===== src/rtl/rc4_key_scheduler_pkg.sv =====
// Shared types and helpers for the parallel RC4 key search.
// Holds the scheduler state encoding and the smallest-key selector.
package rc4_search_pkg;

   typedef enum logic [2:0] {
      IDLE,
      RUN,
      DRAIN,
      FOUND,
      EXHAUSTED
   } sched_state_t;

   localparam int DEF_NUM_ENG = 4;
   localparam int DEF_KEY_W   = 24;
   localparam int MAX_KEY_W   = 32;

   typedef logic [MAX_KEY_W-1:0] wide_key_t;

   function automatic wide_key_t min_key(
      input wide_key_t a,
      input wide_key_t b
   );
      return (a < b) ? a : b;
   endfunction

endpackage


===== src/rtl/rc4_key_scheduler_if.sv =====
// Bundle between the codebreaker top level, the scheduler
// and the replicated decrypter datapaths.
interface rc4_key_scheduler_if
   import rc4_search_pkg::*;
#(
   parameter int NUM_ENG = DEF_NUM_ENG,
   parameter int KEY_W   = DEF_KEY_W
) ();

   logic                     start;
   logic [NUM_ENG-1:0]       eng_enable;
   logic [NUM_ENG*KEY_W-1:0] eng_key;
   logic [NUM_ENG-1:0]       eng_done;
   logic [NUM_ENG-1:0]       eng_match;
   logic                     busy;
   logic                     found;
   logic [KEY_W-1:0]         found_key;
   logic                     exhausted;
   logic [15:0]              key_display;

   modport master (
      output start, eng_done, eng_match,
      input  eng_enable, eng_key, busy, found,
      input  found_key, exhausted, key_display
   );

   modport slave (
      input  start, eng_done, eng_match,
      output eng_enable, eng_key, busy, found,
      output found_key, exhausted, key_display
   );

endinterface


===== src/rtl/rc4_engine_slot.sv =====
// One engine slot: busy flag plus the key latched at issue.
// Enable follows the busy flag, so a cleared slot idles a cycle.
module rc4_engine_slot #(
   parameter int KEY_W = 24
) (
   input  logic             clk,
   input  logic             reset,
   input  logic             load_i,
   input  logic [KEY_W-1:0] load_key_i,
   input  logic             abort_i,
   input  logic             done_i,
   output logic             enable_o,
   output logic [KEY_W-1:0] key_o
);

   logic             busy_q, busy_d;
   logic [KEY_W-1:0] key_q, key_d;

   // release on done/abort, load only when idle
   always_comb begin
      busy_d = busy_q;
      key_d  = key_q;
      if (busy_q && (done_i || abort_i)) begin
         busy_d = 1'b0;
      end else if (!busy_q && load_i) begin
         busy_d = 1'b1;
         key_d  = load_key_i;
      end
   end

   // slot state register
   always_ff @(posedge clk) begin
      if (reset) begin
         busy_q <= 1'b0;
         key_q  <= '0;
      end else begin
         busy_q <= busy_d;
         key_q  <= key_d;
      end
   end

   assign enable_o = busy_q;
   assign key_o    = key_q;

endmodule


===== src/rtl/rc4_key_scheduler.sv =====
// Parallel key-search controller: issues keys in order to the
// engine slots and reports the smallest matching key.
module rc4_key_scheduler
   import rc4_search_pkg::*;
#(
   parameter int NUM_ENG = DEF_NUM_ENG,
   parameter int KEY_W   = DEF_KEY_W
) (
   input logic                clk,
   input logic                reset,
   rc4_key_scheduler_if.slave bus
);

   sched_state_t state_q, state_d;

   logic [KEY_W:0]   next_key_q, next_key_d;
   logic [KEY_W-1:0] cand_q, cand_d;
   logic [KEY_W-1:0] found_key_q, found_key_d;

   logic [NUM_ENG-1:0] slot_busy;
   logic [NUM_ENG-1:0] done_v;
   logic [NUM_ENG-1:0] match_v;
   logic [NUM_ENG-1:0] load_v;
   logic [NUM_ENG-1:0] abort_v;
   logic [NUM_ENG-1:0] pend_v;
   logic [KEY_W-1:0]   slot_key [NUM_ENG];

   logic [KEY_W-1:0]   match_min;
   logic               any_match;
   logic               issue_ok;
   logic               taken;
   logic               drain_done;
   logic               all_idle;

   for (genvar i = 0; i < NUM_ENG; i++) begin : g_slot
      rc4_engine_slot #(
         .KEY_W(KEY_W)
      ) u_slot (
         .clk       (clk),
         .reset     (reset),
         .load_i    (load_v[i]),
         .load_key_i(next_key_q[KEY_W-1:0]),
         .abort_i   (abort_v[i]),
         .done_i    (bus.eng_done[i]),
         .enable_o  (slot_busy[i]),
         .key_o     (slot_key[i])
      );
   end

   assign done_v  = bus.eng_done & slot_busy;
   assign match_v = done_v & bus.eng_match;

   // smallest key among this cycle's matching completions
   always_comb begin
      any_match = 1'b0;
      match_min = '1;
      for (int i = 0; i < NUM_ENG; i++) begin
         if (match_v[i]) begin
            any_match = 1'b1;
            match_min = KEY_W'(min_key(
               wide_key_t'(slot_key[i]),
               wide_key_t'(match_min)));
         end
      end
   end

   // candidate update: first match sets it, later ones lower it
   always_comb begin
      cand_d = cand_q;
      if (state_q == RUN && any_match) begin
         cand_d = match_min;
      end else if (state_q == DRAIN && any_match) begin
         cand_d = KEY_W'(min_key(
            wide_key_t'(cand_q),
            wide_key_t'(match_min)));
      end
   end

   // issue encoder, drain aborts and pending-smaller-key scan
   always_comb begin
      issue_ok = (state_q == RUN) && !next_key_q[KEY_W]
               && !any_match;
      load_v   = '0;
      taken    = 1'b0;
      abort_v  = '0;
      pend_v   = '0;
      for (int i = 0; i < NUM_ENG; i++) begin
         if (!taken && !slot_busy[i]) begin
            load_v[i] = issue_ok;
            taken     = 1'b1;
         end
         pend_v[i] = slot_busy[i] && !done_v[i]
                   && (slot_key[i] < cand_d);
         if (state_q == DRAIN && slot_busy[i]
             && slot_key[i] > cand_d) begin
            abort_v[i] = 1'b1;
         end
      end
      drain_done = (state_q == DRAIN) && (pend_v == '0);
      all_idle   = ((slot_busy & ~done_v) == '0);
   end

   // key counter and result register next values
   always_comb begin
      next_key_d = next_key_q;
      if (state_q == IDLE && bus.start) begin
         next_key_d = '0;
      end else if (|load_v) begin
         next_key_d = next_key_q + (KEY_W+1)'(1);
      end
      found_key_d = drain_done ? cand_d : found_key_q;
   end

   // datapath registers
   always_ff @(posedge clk) begin
      if (reset) begin
         next_key_q  <= '0;
         cand_q      <= '0;
         found_key_q <= '0;
      end else begin
         next_key_q  <= next_key_d;
         cand_q      <= cand_d;
         found_key_q <= found_key_d;
      end
   end

   // FSM state register
   always_ff @(posedge clk) begin
      if (reset) begin
         state_q <= IDLE;
      end else begin
         state_q <= state_d;
      end
   end

   // FSM next state
   always_comb begin
      state_d = state_q;
      unique case (state_q)
         IDLE: begin
            if (bus.start) state_d = RUN;
         end
         RUN: begin
            if (any_match) begin
               state_d = DRAIN;
            end else if (next_key_q[KEY_W] && all_idle) begin
               state_d = EXHAUSTED;
            end
         end
         DRAIN: begin
            if (drain_done) state_d = FOUND;
         end
         default: state_d = state_q;
      endcase
   end

   // FSM outputs
   always_comb begin
      bus.busy      = (state_q == RUN) || (state_q == DRAIN);
      bus.found     = (state_q == FOUND);
      bus.exhausted = (state_q == EXHAUSTED);
   end

   // flatten slot keys onto the engine key bus
   always_comb begin
      bus.eng_key = '0;
      for (int i = 0; i < NUM_ENG; i++) begin
         bus.eng_key[i*KEY_W +: KEY_W] = slot_key[i];
      end
   end

   assign bus.eng_enable = slot_busy;
   assign bus.found_key  = found_key_q;

   if (KEY_W >= 16) begin : g_disp
      assign bus.key_display = next_key_q[KEY_W-1 -: 16];
   end else begin : g_disp_narrow
      assign bus.key_display = 16'(next_key_q[KEY_W-1:0]);
   end

endmodule


===== src/flat_wrapper.sv =====
// flat-port wrapper written by rule: the top's interface ports become plain ports
module rc4_key_scheduler_flat import rc4_search_pkg::*;
#(
   parameter int NUM_ENG = DEF_NUM_ENG,
   parameter int KEY_W   = DEF_KEY_W
)
  (clk, reset, bus_start, bus_eng_done, bus_eng_match, bus_eng_enable, bus_eng_key, bus_busy, bus_found, bus_found_key, bus_exhausted, bus_key_display);
  rc4_key_scheduler_if #(.NUM_ENG(NUM_ENG), .KEY_W(KEY_W)) bus_i ();
  input logic clk;
  input logic reset;
  input wire logic [$bits(bus_i.start)-1:0] bus_start;
  input wire logic [$bits(bus_i.eng_done)-1:0] bus_eng_done;
  input wire logic [$bits(bus_i.eng_match)-1:0] bus_eng_match;
  output wire logic [$bits(bus_i.eng_enable)-1:0] bus_eng_enable;
  output wire logic [$bits(bus_i.eng_key)-1:0] bus_eng_key;
  output wire logic [$bits(bus_i.busy)-1:0] bus_busy;
  output wire logic [$bits(bus_i.found)-1:0] bus_found;
  output wire logic [$bits(bus_i.found_key)-1:0] bus_found_key;
  output wire logic [$bits(bus_i.exhausted)-1:0] bus_exhausted;
  output wire logic [$bits(bus_i.key_display)-1:0] bus_key_display;
  assign bus_i.start = bus_start;
  assign bus_i.eng_done = bus_eng_done;
  assign bus_i.eng_match = bus_eng_match;
  assign bus_eng_enable = bus_i.eng_enable;
  assign bus_eng_key = bus_i.eng_key;
  assign bus_busy = bus_i.busy;
  assign bus_found = bus_i.found;
  assign bus_found_key = bus_i.found_key;
  assign bus_exhausted = bus_i.exhausted;
  assign bus_key_display = bus_i.key_display;
  rc4_key_scheduler #(.NUM_ENG(NUM_ENG), .KEY_W(KEY_W)) u_core (.clk(clk), .reset(reset), .bus(bus_i));
endmodule

===== config.mk =====
export PLATFORM = sky130hd
export DESIGN_NAME = rc4_key_scheduler_flat
export DESIGN_NICKNAME = d
export VERILOG_FILES = /design/src/rtl/rc4_key_scheduler_pkg.sv /design/src/rtl/rc4_key_scheduler_if.sv /design/src/rtl/rc4_engine_slot.sv /design/src/rtl/rc4_key_scheduler.sv /design/src/flat_wrapper.sv
export SDC_FILE = /design/constraint.sdc
export NUM_CORES = 1
export LEC_CHECK = 0
export BUFFER_PORTS_ARGS = -buffer_cell sky130_fd_sc_hd__clkbuf_2
export CORE_ASPECT_RATIO = 1.5
export CORE_MARGIN = 2
export CORE_UTILIZATION = 26
export DETAILED_ROUTE_END_ITERATION = 7
export PLACE_DENSITY = 0.54
export SETUP_SLACK_MARGIN = 0.3
export SLEW_MARGIN = 20
export SYNTH_ARGS = -nofsm -noshare
export SYNTH_HDL_FRONTEND = slang
export SYNTH_SLANG_ARGS = --single-unit

===== constraint.sdc =====
create_clock -name clk -period 30.1 [get_ports clk]
set_clock_uncertainty 0.1 [all_clocks]
set_input_delay 6.02 -clock clk [delete_from_list [all_inputs] [get_ports clk]]
set_output_delay 6.02 -clock clk [all_outputs]
set_load 0.02 [all_outputs]

Word-level counts from Yosys, hierarchy flattened
Index checks and enable logic that the tools add are counted.
- multiplexer cells: 31
- add/subtract/negate cells: 1
- eq/ne operators: 7
- bitwise operators: 8
- magnitude comparators: 13
- reduce and logical (&&, ||, !) cells: 66
- operator list (cell ; number):
    2-to-1 mux 24 bit ; 11
    < comparator 24 bit ; 8
    greater-than comparator 24 bit ; 4
    logical AND 1 bit ; 34
    adder 25 x 1 -> 25 bit, second input constant ; 1
    < comparator 24 bit, second input constant ; 1
    2-to-1 mux 1 bit ; 15
    bitwise AND 4 bit ; 3
    logical NOT 1 bit ; 12
    2-to-1 mux 3 bit ; 4
    OR reduction 2 bit ; 5
    one-hot mux 3 bit (3 select lines) ; 1
    logical NOT 4 bit ; 2
    AND reduction 2 bit ; 4
    equality test 3 x 2 -> 1 bit, second input constant ; 2
    logical OR 1 bit ; 5
    NOT 1 bit ; 4
    NOT 4 bit ; 1
    AND reduction 4 bit ; 1
    OR reduction 4 bit ; 1
    equality test 3 x 1 -> 1 bit, second input constant ; 1
    equality test 3 bit, second input constant ; 1
    logical NOT 3 bit ; 1
    inequality test 3 x 1 -> 1 bit, second input constant ; 1
    other kinds (3) ; 3
- input port bits: 11
- output and inout port bits: 143
- word-level logic and storage cells: 138
- register bits after elaboration: 176

Logic depth before layout (Yosys ltp)
Gate-level depths: netlist (run 1).
- depth after elaboration: 23
- depth in mapped cells: 75
- mapped depth without buffers: 66

Cells and area by module
From an unflattened synthesis (run 1), not the netlist that was laid out.
- cells, all modules: 1575
- area, all modules: 13978.4 um^2
- by module, submodules not included (module ; cells each ; times used ; sequential area each (um^2) ; area an instance (um^2)):
    rc4_key_scheduler ; 1131 ; 1 ; 1521.5 ; 8918.6
    rc4_engine_slot ; 111 ; 4 ; 500.5 ; 1265.0

Worst setup path after synthesis (run 1)
OpenSTA, ideal clock, no wires.
- path type: input port to flip-flop
- start: in bus_eng_done[0]
- end: reg u_core.found_key_q[0], in the netlist u_core.bus.found_key[0]
- slack: 10.800 ns
- stages on the path: 67
- data required time: 29.877 ns
- arrival: 19.076 ns
- buffers on the path: 9
- library setup time: 0.123 ns
- cells stage by stage: nand3_1 -> clkbuf_1 -> a21o_1 -> clkbuf_1 -> nor2_1 -> ha_1 -> a21oi_1 -> o21ai_0 -> a2111oi_2 -> nand2_1 -> or2_1 -> buf_2 -> clkbuf_1 -> a21oi_1 -> inv_1 -> ha_1 -> a21o_1 -> a21oi_1 -> (+31 left out) -> a21oi_1 -> o41ai_1 -> clkbuf_1 -> mux2_2 -> ha_1 -> nor2b_1 -> o21ai_0 -> nand2b_1 -> a21oi_1 -> o21ai_0 -> a21oi_1 -> maj3_2 -> o211a_1 -> nor2b_1 -> or4b_1 -> buf_2 -> buf_6 -> mux2_1
- cells in the longest elaborated chain, start to end: 20
- elaborated cells between the ends (all ways): 34
- classes of those cells: order compare: 8; mux: 14; bitwise: 2; reduce/logical: 10
- ends and longest elaborated chain (element ; line ; RTL):
    start, declared ; flat_wrapper.sv:12 ; input wire logic [$bits(bus_i.eng_done)-1:0] bus_eng_done;
    bitwise AND 4 bit * ; rc4_key_scheduler.sv:50 ; assign done_v = bus.eng_done & slot_busy;
    bitwise AND 4 bit ; rc4_key_scheduler.sv:51 ; assign match_v = done_v & bus.eng_match;
    2-to-1 mux 24 bit ; rc4_key_scheduler.sv:58 ; if (match_v[i]) begin
    < comparator 24 bit ; rc4_key_scheduler_pkg.sv:23 ; return (a < b) ? a : b;
    2-to-1 mux 24 bit ; rc4_key_scheduler_pkg.sv:23 ;
    2-to-1 mux 24 bit ; rc4_key_scheduler.sv:58 ;
    < comparator 24 bit ; rc4_key_scheduler_pkg.sv:23 ;
    2-to-1 mux 24 bit ; rc4_key_scheduler_pkg.sv:23 ;
    (+4 left out) ; -- ;
    < comparator 24 bit ; rc4_key_scheduler_pkg.sv:23 ;
    2-to-1 mux 24 bit ; rc4_key_scheduler_pkg.sv:23 ;
    2-to-1 mux 24 bit ; rc4_key_scheduler.sv:72 ; end else if (state_q == DRAIN && any_match) begin
    2-to-1 mux 24 bit ; rc4_key_scheduler.sv:70 ; if (state_q == RUN && any_match) begin
    < comparator 24 bit ; rc4_key_scheduler.sv:93 ; && (slot_key[i] < cand_d);
    logical AND 1 bit ; rc4_key_scheduler.sv:93 ;
    logical NOT 4 bit ; rc4_key_scheduler.sv:99 ; drain_done = (state_q == DRAIN) && (pend_v == '0);
    logical AND 1 bit ; rc4_key_scheduler.sv:99 ;
    end signal, assigned ; rc4_key_scheduler.sv:123 ; found_key_q <= found_key_d;
    end, declared ; rc4_key_scheduler.sv:18 ; logic [KEY_W-1:0] found_key_q, found_key_d;
Every way passes the cells marked *; elsewhere a longest branch is shown, timed or not.
A chain may end at the register's enable or synchronous reset.

Final worst setup path (run 1)
- start: in bus_eng_done[0]
- end: reg u_core.found_key_q[21], in the netlist u_core.bus.found_key[21]
Same word-level chain as after synthesis.

==> results of run 1 <==
==> worst min-delay path: cells and delay by family, from the launching register on <==
kind               cells  cell delay (ps)
and+or+nand+nor        1               70
DFF                    1              350
AOI/OAI and AO/OA      1               50
==> state kept, by name, indices dropped and copies added (netlist names) <==
register	cells
u_core.g_slot.u_slot.key_o	96
u_core.next_key_q	25
u_core.bus.found_key	24
u_core.state_q	3
u_core.g_slot.u_slot.enable_o	4
u_core.cand_q	24
==> path summary, 6_finish.rpt <==
check,start,endpoint,slack [ps],depth (start not counted)
worst max-delay path,bus_eng_done[0],u_core.bus.found_key[21]$_SDFFE_PP0P_,8450,62
worst min-delay path,u_core.g_slot[3].u_slot.key_o[11]$_SDFFE_PP0P_,u_core.g_slot[3].u_slot.key_o[11]$_SDFFE_PP0P_,420,2
worst max register to register,u_core.g_slot[0].u_slot.key_o[0]$_SDFFE_PP0P_,u_core.bus.found_key[21]$_SDFFE_PP0P_,13020,62
worst min register to register,u_core.g_slot[3].u_slot.key_o[11]$_SDFFE_PP0P_,u_core.g_slot[3].u_slot.key_o[11]$_SDFFE_PP0P_,420,2
==> final cells by class <==
type                            count  area share [%]
Multi-Input combinational cell   1214            57.5
Sequential cell                   176            25.0
Timing Repair Buffer              163            5.99
Tap cell                          594            5.28
Clock buffer                       19            3.22
Inverter                           81            2.16
Clock inverter                     12           0.862
==> layout by cell type (no fill, tap or decap), drive strengths merged, types with 4 or more instances in the layout <==
cell type,instances
a211oi,7
a21o,36
a21oi,180
a221oi,5
a31oi,4
and2,6
and3,8
and4,9
buf,11
clkbuf,171
clkinvlp,4
dfxtp,176
ha,174
inv,86
mux2,47
mux2i,27
nand2,255
nand2b,15
nand3,26
nand4,50
nor2,138
nor2b,44
nor3,12
nor3b,4
o211ai,9
o21a,5
o21ai,64
or2,6
or3,6
xnor2,13
xor2,19
==> kinds of logic after synthesis <==
logic type / count (synthesis) / synth area share, %
compound gates: 342 / 16.7
xor+xnor: 32 / 2.27
fa+ha+maj: 177 / 17.9
buf+inv: 175 / 6.09
flops: 176 / 28.5
mux: 74 / 6.61
simple gates: 589 / 21.9
==> per-layer routing <==
metal  global-route usage, %  wire (um)  vias to the layer above
li1                        -          -                     5630
met1                    21.0      18500                     5437
met2                    32.2      22200                      336
met3                    2.58       1730                       89
met4                    8.43       1840                        0
met5                       0          0                        -
==> metrics by stage <==
step	cell area (um2)	setup slack, ps	hold slack (ps)	cells	total power, mW
after floorplan	12300	10800	377	1565	0.266
after global placement	13500	8590	407	2228	0.277
after detailed placement	13500	8020	409	2228	0.278
after CTS	14100	8410	419	2259	0.502
after global routing	14100	7440	462	2259	0.515
final	14100	8450	422	2259	0.497
==> power by group <==
group,switching (mW),leakage (nW),internal [mW]
Clock,0.105,0.269,0.119
Combinational,0.0260,4.78,0.0116
Sequential,0.00145,1.42,0.233
Total,0.132,6.47,0.364
==> impl_metrics.json, run 1 <==
{
  "io_buffers": 153,
  "routed_wl_um": 44300,
  "synth_cell_types": 76,
  "cts_hold_buf": 0,
  "synth_top_area_share_pct": 28.5,
  "fin_tns_setup_ps": 0,
  "start_kind": "primary input",
  "grt.overflow.total": 0,
  "ys_seq_area_share_pct": 28.5,
  "viasPerCell": 5.09,
  "drt-pass1-iter-count": 5,
  "num_io_pins": 154,
  "syn_area_um2": 12300,
  "synthTopCellsByCount": "nand2_1 (255), a21oi_1 (180), dfxtp_1 (176), ha_1 (174), nor2_1 (138)",
  "path_common_cell": "a21o_1",
  "setup_violations": 0,
  "worst_pin_slew_ps": 905,
  "yosysMostFrequentCell": "nand2_1",
  "clk_pin_slew_ps": 70,
  "cpPeakStageDelay_ps": 990,
  "start_util_pct": 26.4,
  "synth_ff_type": "dfxtp_1",
  "synth_edf_count": 0,
  "die_area_um2": 49300,
  "synth.area.top_cells": "dfxtp_1 (29%), ha_1 (18%), nand2_1 (7.8%)",
  "rsz0062_at_grt": "false",
  "die_w_um": 182,
  "synth_area_per_cell_um2": 7.89,
  "finalHoldViolCount": 0,
  "place.gp.congestion": 0.943,
  "peakVddDrop_uv": 38.8,
  "root_buffer": "clkbuf_16",
  "seq_area_um2": 3520,
  "clockBufferDepth": 2,
  "antenna_cells": 0,
  "fp-row-count": 97,
  "yosysTopAreaCell": "dfxtp_1",
  "cts_buffers": 17,
  "synthCells": 1565,
  "area_delta_synth_final_pct": 14.0,
  "num_vias": 11500,
  "ant_nets": 0,
  "drv_cap": 0,
  "status": "complete, no violations",
  "multi_input_area_um2": 8090,
  "leakage_nw": 6.47,
  "min_period_ps": 21650,
  "synth_seq_cells": 176,
  "fmax_mhz": 46.2,
  "first_global_vias": 11400,
  "nFillCells": 5037,
  "required_ps": 30330,
  "insertion_delay_ps": 450,
  "power_density_nw_per_um2": 35.3,
  "drt_iter0_drc": 674,
  "path_delay_family": "simple AND/OR/NAND/NOR gates",
  "crit_arrival_ps": 21890,
  "async_flop_share_pct": 0,
  "finalCritPeriodShare_pct": 71.9,
  "worstSetupPathType": "primary input to register",
  "crit_slowest_cell": "or4b_2",
  "wl_per_cell_um": 19.6,
  "worst-path-buf-inv": 7,
  "dpl.hpwl_um": 35900,
  "fin_nets": 1838,
  "utilization_pct": 30.0,
  "cts_tree": "done",
  "clock-sinks": 176,
  "htreeDepth": 4,
  "critPathCaptureType": "register",
  "slew_headroom_pct": 39.2,
  "cts_resized": 0,
  "hold_path_class": "register to register",
  "yosysWarnings": 0,
  "grt_pass1_wl_um": 68000,
  "slew_violations": 0,
  "synth_nets": 1750,
  "die_h_um": 271,
  "post_cts_buffers": 0,
  "grt_max_degree": 81,
  "core_um2": 46800,
  "grt_usage_pct": 18.0,
  "drc": 0,
  "drive_above_1_share_pct": 14.5,
  "cp_max_fo": 44,
  "antenna_found_initial": 0
}
Note: power is estimated with default switching activity, not from simulation.
==> run 2, diff against run 1 <==
--- a/config.mk
+++ b/config.mk
@@ -10,7 +10,7 @@
 export CORE_MARGIN = 2
 export CORE_UTILIZATION = 26
 export DETAILED_ROUTE_END_ITERATION = 7
-export PLACE_DENSITY = 0.54
+export PLACE_DENSITY = 0.56
 export SETUP_SLACK_MARGIN = 0.3
 export SLEW_MARGIN = 20
 export SYNTH_ARGS = -nofsm -noshare
==> constraint.sdc (replaced) <==
create_clock -name clk -period 19.41 [get_ports clk]
set_clock_uncertainty 0.1 [all_clocks]
set_input_delay 3.882 -clock clk [delete_from_list [all_inputs] [get_ports clk]]
set_output_delay 3.882 -clock clk [all_outputs]
set_load 0.02 [all_outputs]
==> run 2 against run 1 <==
Sequential share of layout area down 0.26 points. Sequential power up 55%. Cell count up 0.31%. First-iteration DRC count up 7.7%. Die area unchanged. Register-to-register slack worse by 9200 ps. Flip-flop and latch count unchanged. Design area is 1.0% higher. Worst hold slack better by 16 ps. Via count grew 0.55%. Non-clock buffer count rose by 5. Largest power group is now the clock network. Highest routed layer unchanged.
==> impl_metrics.json, run 2 (synthesis gave the netlist of run 1 again) <==
{
  "fp-row-count": 97,
  "seqPwrFrac_pct": 45.2,
  "slew_headroom_pct": 34.9,
  "num_vias": 11600,
  "peakVddDrop_uv": 66.1,
  "drive_above_1_share_pct": 15.0,
  "fin_area_um2": 14200,
  "routed_wl_um": 44200,
  "cts_buffers": 17,
  "hold_path_class": "register to register",
  "p_int_mw": 0.604,
  "utilization_pct": 30.4,
  "critPathCaptureType": "register",
  "place.gp.congestion": 0.922,
  "io_buffers": 153,
  "ant_nets": 0,
  "drv_cap": 0,
  "viasPerCell": 5.10,
  "fmax_mhz": 55.3,
  "finalHoldViolCount": 0,
  "seq_area_um2": 3520,
  "power.total_mw": 0.806,
  "htreeDepth": 4,
  "drc": 0,
  "finalCritPeriodShare_pct": 93.1,
  "antenna_found_initial": 0,
  "final_common_cell": "nand2_1",
  "worstSetupPathType": "primary input to register",
  "multi_input_area_um2": 8130,
  "dpl.hpwl_um": 35600,
  "die_h_um": 271,
  "grt_pass1_wl_um": 66700,
  "fin_nets": 1844,
  "core_um2": 46800,
  "min_period_ps": 18080,
  "placed_cell_area_um2": 13500,
  "status": "complete, no violations",
  "wl_per_cell_um": 19.5,
  "worst-path-buf-inv": 7,
  "clockBufferDepth": 2,
  "first_global_vias": 11300,
  "root_buffer": "clkbuf_16",
  "setup_violations": 0,
  "drt_iter0_drc": 726,
  "cts_hold_buf": 0,
  "worst_pin_slew_ps": 977,
  "power_density_nw_per_um2": 56.6,
  "nFillCells": 5036,
  "whs_ps": 438,
  "cts_resized": 0,
  "cp_max_fo": 26,
  "mostFrequentLayoutCells": "nand2_1 (255), a21oi_1 (180), dfxtp_1 (176)",
  "start_util_pct": 26.4,
  "pwr-share-comb_pct": 7.3,
  "grt_max_degree": 85,
  "crit_slowest_cell": "a221oi_1",
  "die_area_um2": 49300,
  "fin_tns_setup_ps": 0,
  "p_sw_mw": 0.202,
  "slew_violations": 0,
  "clock-sinks": 176,
  "clk_pin_slew_ps": 70,
  "insertion_delay_ps": 460,
  "area_delta_synth_final_pct": 15.2,
  "num_io_pins": 154,
  "required_ps": 19650,
  "cpPeakStageDelay_ps": 550,
  "crit_arrival_ps": 18320,
  "largest_reg_flops": 96,
  "die_w_um": 182,
  "path_delay_family": "compound AO/OA/AOI/OAI gates",
  "post_cts_buffers": 0,
  "pwr-share-clk_pct": 47.5,
  "grt_usage_pct": 17.6,
  "antenna_cells": 0,
  "rsz0062_at_grt": "false",
  "cts_tree": "done",
  "leakage_nw": 6.56,
  "start_kind": "primary input",
  "grt.overflow.total": 0,
  "drt-pass1-iter-count": 5,
  "p_sw_share_pct": 25.0
}
## run 2: per-stage QoR
step / worst slack, ps / cells
floorplan: 2250 / 1565
global placement: 763 / 2233
detailed placement: 487 / 2233
CTS: 916 / 2265
global route: 307 / 2266
finish: 1330 / 2266
## run 2: path summary, 6_finish.rpt
check                                                 startpoint                                              to  slack (ps)  cells past startpoint
setup / recovery                                 bus_eng_done[0]           u_core.bus.found_key[16]$_SDFFE_PP0P_        1330                     67
setup reg to reg   u_core.g_slot[0].u_slot.key_o[2]$_SDFFE_PP0P_           u_core.bus.found_key[16]$_SDFFE_PP0P_        3860                     68
hold reg to reg   u_core.g_slot[1].u_slot.key_o[12]$_SDFFE_PP0P_  u_core.g_slot[1].u_slot.key_o[12]$_SDFFE_PP0P_         440                      2
hold / removal    u_core.g_slot[1].u_slot.key_o[12]$_SDFFE_PP0P_  u_core.g_slot[1].u_slot.key_o[12]$_SDFFE_PP0P_         440                      2
## run 2: power by group through the flow
stage                     Combinational [mW]  Sequential (mW)  Clock [mW]
after floorplan                       0.0406            0.371           0
after global routing                  0.0646            0.364       0.403
after global placement                0.0573            0.372           0
after detailed placement              0.0581            0.373           0
after CTS                             0.0583            0.364       0.392
final                                 0.0589            0.364       0.382
## run 2: per-layer routing
metal	GRT usage [%]	part of all wire (%)	vias up
met2	31.3	50	350
met4	8.72	4.4	0
met1	20.4	41	5456
li1	-	-	5661
met3	2.72	4.7	88
met5	0	0	-
## run 2: tightest hold or removal path, stage by stage (launching register included)
cell	delay, ps
dfxtp_1	370
nand2_1	70
a21oi_1	50
## run 2: cell type report
class | instances | area share, %
repair buffers | 168 | 6.22
well taps | 594 | 5.23
flip-flops and latches | 176 | 24.8
multi-input cells | 1215 | 57.2
clock inverters | 11 | 1.23
clock buffers | 21 | 3.24
inverters | 81 | 2.14
